===== config.mk =====
export PLATFORM = sky130hd
export DESIGN_NAME = pipe_hazard_ctrl
export DESIGN_NICKNAME = d
export VERILOG_FILES = /design/src/rtl/pipe_hazard_ctrl.sv
export SDC_FILE = /design/constraint.sdc
export NUM_CORES = 1
export LEC_CHECK = 0
export ABC_CLOCK_PERIOD_IN_PS = 2820
export CORE_MARGIN = 2
export CORE_UTILIZATION = 30
export DETAILED_ROUTE_END_ITERATION = 8
export PLACE_DENSITY = 0.61
export RECOVER_POWER = 100
export SYNTH_ARGS = -nofsm -noshare
export SYNTH_HDL_FRONTEND = slang
export SYNTH_SLANG_ARGS = --single-unit
export TNS_END_PERCENT = 20

===== constraint.sdc =====
create_clock -name clock -period 2.82 [get_ports clock]
set_clock_uncertainty 0.15 [all_clocks]
set_input_delay 0.282 -clock clock [delete_from_list [all_inputs] [get_ports clock]]
set_output_delay 0.282 -clock clock [all_outputs]
set_load 0.05 [all_outputs]

===== src/rtl/pipe_hazard_ctrl.sv =====
// Stall/flush sequencer for the five-stage pipeline.
// Arbitrates memory wait, divide, branch and load-use hazards.
module pipe_hazard_ctrl #(
  parameter int unsigned DIV_CYCLES = 8
) (
  input  logic        clock,
  input  logic        reset,
  input  logic [4:0]  id_rs,
  input  logic [4:0]  id_rt,
  input  logic        id_uses_rs,
  input  logic        id_uses_rt,
  input  logic        ex_mem_read,
  input  logic [4:0]  ex_num_write,
  input  logic        ex_branch_taken,
  input  logic        ex_div_start,
  input  logic        mem_req,
  input  logic        mem_ready,
  output logic        pc_en,
  output logic        if_id_en,
  output logic        id_ex_en,
  output logic        ex_mem_en,
  output logic        mem_wb_en,
  output logic        if_id_flush,
  output logic        id_ex_flush,
  output logic        ex_mem_flush,
  output logic        mem_wb_flush,
  output logic        div_done,
  output logic [1:0]  state,
  output logic [15:0] stall_cycles
);

  typedef enum logic [1:0] {
    RUN      = 2'd0,
    DIV_BUSY = 2'd1,
    DIV_DONE = 2'd2
  } state_t;

  localparam logic [7:0] CNT_INIT = 8'(DIV_CYCLES - 2);

  state_t      r_state;
  state_t      w_next;
  logic [7:0]  r_cnt;
  logic [7:0]  w_cnt_next;
  logic [15:0] r_stall;
  logic        w_mstall;
  logic        w_dstall;
  logic        w_lu;
  logic        w_rs_hit;
  logic        w_rt_hit;

  assign w_mstall = mem_req & ~mem_ready;
  assign w_dstall = (r_state == RUN & ex_div_start)
                  | (r_state == DIV_BUSY);
  assign w_rs_hit = id_uses_rs & (id_rs == ex_num_write);
  assign w_rt_hit = id_uses_rt & (id_rt == ex_num_write);
  assign w_lu     = ex_mem_read & (ex_num_write != 5'd0)
                  & (w_rs_hit | w_rt_hit);

  // Reset is folded in so the pipe freezes the moment it drops.
  always_comb begin
    pc_en        = 1'b0;
    if_id_en     = 1'b0;
    id_ex_en     = 1'b0;
    ex_mem_en    = 1'b0;
    mem_wb_en    = 1'b0;
    if_id_flush  = 1'b0;
    id_ex_flush  = 1'b0;
    ex_mem_flush = 1'b0;
    mem_wb_flush = 1'b0;
    if (!reset) begin
      pc_en = 1'b0;
    end else if (w_mstall) begin
      mem_wb_en    = 1'b1;
      mem_wb_flush = 1'b1;
    end else if (w_dstall) begin
      ex_mem_en    = 1'b1;
      ex_mem_flush = 1'b1;
      mem_wb_en    = 1'b1;
    end else if (ex_branch_taken) begin
      pc_en       = 1'b1;
      if_id_en    = 1'b1;
      id_ex_en    = 1'b1;
      ex_mem_en   = 1'b1;
      mem_wb_en   = 1'b1;
      if_id_flush = 1'b1;
      id_ex_flush = 1'b1;
    end else if (w_lu) begin
      id_ex_en    = 1'b1;
      id_ex_flush = 1'b1;
      ex_mem_en   = 1'b1;
      mem_wb_en   = 1'b1;
    end else begin
      pc_en     = 1'b1;
      if_id_en  = 1'b1;
      id_ex_en  = 1'b1;
      ex_mem_en = 1'b1;
      mem_wb_en = 1'b1;
    end
  end

  always_comb begin
    w_next     = r_state;
    w_cnt_next = r_cnt;
    case (r_state)
      RUN: begin
        if (ex_div_start && !w_mstall) begin
          w_next     = DIV_BUSY;
          w_cnt_next = CNT_INIT;
        end
      end
      DIV_BUSY: begin
        if (r_cnt == 8'd0) w_next = DIV_DONE;
        else w_cnt_next = r_cnt - 8'd1;
      end
      DIV_DONE: begin
        if (!w_mstall) w_next = RUN;
      end
      default: w_next = RUN;
    endcase
  end

  always_ff @(posedge clock or negedge reset) begin
    if (!reset) begin
      r_state <= RUN;
      r_cnt   <= 8'd0;
      r_stall <= 16'd0;
    end else begin
      r_state <= w_next;
      r_cnt   <= w_cnt_next;
      if (!pc_en && r_stall != 16'hFFFF)
        r_stall <= r_stall + 16'd1;
    end
  end

  assign div_done     = (r_state == DIV_DONE);
  assign state        = r_state;
  assign stall_cycles = r_stall;

endmodule


==> results_dict.tcl <==
set metrics [dict create \
    post_cts_resize_count 0 \
    clock_path_buffers 2 \
    worstHoldPathType "reg2reg" \
    drv_cap 0 \
    ys_types 36 \
    grt_max_degree 30 \
    gp_congestion 0.7869 \
    place_area_um2 2170 \
    wl_um 3369 \
    worstPathRequired_ns 2.39 \
    ys_seq_area_share_pct 43.33 \
    p_per_area_nw_per_um2 1047 \
    track_usage_pct 13.06 \
    ctsHoldBuffers 0 \
    cts_root_buf "clkbuf_8" \
    initial_utilization_pct 31.37 \
    fin_crit_ns 2.527 \
    synth.area.top_cells "dfrtp_1 43%, xor2_1 10%, xnor2_1 7.6%" \
    tightestPinTransition_ns 0.8859 \
    layout-drive-gt1-share_pct 7.212 \
    avgSynthCellArea_um2 9.625 \
    r2r_slack_ns 0.44 \
    ctsHtreeMaxLevel 1 \
    clock.fmax_ghz 0.3957 \
    synth_area_um2 1501 \
    drcViolationCount 0 \
    vdd_ir_drop_max_v 0.0006211 \
    fin_util_pct 44.99 \
    cts_tree "yes" \
    portBuffers 51 \
    finalNetCount 236 \
    drt-initial-drc-count 70 \
    max_slew_margin_pct 39.41 \
    ioPinCount 52 \
    post_cts_buffers 0 \
    grt_pass1_vias 1227 \
    critPathKind "in2out" \
    die_y_um 74.75 \
    critPathCaptureType "output pin" \
    cp.arrival_ns 2.10 \
    layout_common_cells "26 x dfrtp_1, 21 x clkdlybuf4s50_1, 21 x dlygate4sd3_1" \
    numCtsBuffers 3 \
    rsz0062_at_grt "no" \
    synth-seq-cells 26 \
    hold_depth 1 \
    drt_first_pass_iters 4 \
    cp-start-kind "input port" \
    die_area_um2 5587 \
    die_x_um 74.75 \
    status "complete, no violations" \
    finalCritPeriodShare_pct 89.62 \
    mostFrequentLayoutCell "dfrtp_1" \
    synth_fp_nets 183 \
    netlist_instances 156 \
    hpwlAfterDp_um 2623 \
    clkLatencyLatePin_ns 0.27 \
    n_antenna_cell 0 \
    finalMaxSlewViolations 0 \
    cts.sinks 26 \
    syn_to_final_growth_pct 43.42 \
    crit_fanout 3 \
    drt-vias-per-instance 4.524 \
    clkTransAtPathRegs_ns 0.09 \
    yosys.area.top_type "dfrtp_1" \
    yosysWarnings 0 \
    vias 1244 \
    setup_violations 0 \
    antenna_found_initial 0 \
    row_count 25 \
    fin_tns_setup_ns 0 \
    grt_pass1_wl_um 5713 \
    fin_area_um2 2153 \
    ff2ff_path_depth 7 \
    synth_top_area_share_pct 43.33 \
    p_total_mw 2.253 \
    wl_per_cell_um 12.25 \
    hold_viol_final 0 \
    coreArea_um2 4786 \
    grt_overflow 0 \
    p_leak_nw 0.8659 \
    ant_nets 0 \
]
where the power goes:
part           internal (mW)  leakage, nW  switching (mW)
sequential             0.535        0.299           0.184
combinational          0.426        0.531           0.800
clock                  0.190       0.0357           0.118
total                   1.15        0.866            1.10
synthesized netlist by cell type:
| cell type | number |
|---|---|
| a31oi_1 | 1 |
| dfrtp_1 | 26 |
| buf_6 | 1 |
| or3_1 | 1 |
| or4_1 | 1 |
| a21boi_0 | 1 |
| a21oi_1 | 1 |
| inv_1 | 5 |
| or2_2 | 1 |
| nor2_1 | 17 |
| nor4_1 | 5 |
| and2_1 | 2 |
| a21oi_4 | 1 |
| a31o_2 | 1 |
| o21ai_0 | 2 |
| o21a_1 | 1 |
| or2_1 | 1 |
| buf_2 | 1 |
| buf_4 | 2 |
| nor2b_1 | 2 |
| nand3_1 | 8 |
| nand4_1 | 5 |
| or4b_1 | 1 |
| nand2_1 | 13 |
| mux2_4 | 1 |
| xor2_1 | 18 |
| o21bai_1 | 1 |
| ha_1 | 3 |
| nor3_1 | 6 |
| o22ai_1 | 1 |
| o21ai_1 | 2 |
| xnor2_1 | 13 |
| clkbuf_1 | 2 |
| and3_1 | 4 |
| a2111oi_4 | 1 |
| nand2b_1 | 4 |
worst paths after layout:
kind,start,end
hold reg to reg,stall_cycles[15]$_DFFE_PN0P_,stall_cycles[15]$_DFFE_PN0P_
max in group asynchronous,reset,stall_cycles[15]$_DFFE_PN0P_
hold / removal,stall_cycles[15]$_DFFE_PN0P_,stall_cycles[15]$_DFFE_PN0P_
min in group asynchronous,reset,stall_cycles[5]$_DFFE_PN0P_
setup / recovery,ex_num_write[3],if_id_en
setup reg to reg,r_cnt[0]$_DFFE_PN0P_,r_cnt[5]$_DFFE_PN0P_
area by class of cell:
type	count	area [µm²]
Multi-Input combinational cell	119	770.7
Tap cell	67	83.83
Inverter	5	18.77
Clock inverter	1	30.03
Clock buffer	3	41.29
Fill cell	464	2633
Timing Repair Buffer	54	558.0
Sequential cell	26	650.6
worst max-delay path, stage by stage:
cell and delay [ns]:
dlygate4sd3_1 0.60, or4_1 0.51, o21ai_1 0.16, nand2b_1 0.14
o21a_1 0.23, buf_12 0.17
kinds of logic (layout without fill, tap and decap cells):
family	count (synthesis)	after routing	synth area share, %
and+or+nand+nor	71	71	23.75
xor gates and xnor gates	31	31	18.08
DFF	26	26	43.33
AOI/OAI and AO/OA	13	13	7.501
buffers and inverters	11	63	3.833
adders and majority gates	3	3	2.500
muxes	1	1	0.9997
through the flow:
| step | instances | setup slack [ns] | hold WS (ns) |
|---|---|---|---|
| global route | 275 | 0.1553 | 0.3776 |
| finish | 275 | 0.2927 | 0.3521 |
| detailed placement | 271 | 0.2955 | 0.3537 |
| CTS | 275 | 0.3899 | 0.3670 |
| global placement | 271 | 0.3160 | 0.3432 |
| floorplan | 156 | 0.004420 | -0.1636 |
layer usage:
layer	global-route usage, %	vias to the layer above	routed length (µm)
li1	-	627	-
met1	20.22	571	1752
met2	18.58	44	1402
met3	2.811	2	197
met4	2.976	0	17
met5	0	-	0
sequential cells by signal, summed over array words and instances (netlist names):
register / count
stall_cycles: 16
state: 2
r_cnt: 8
Power figures use the tool's default switching activity.
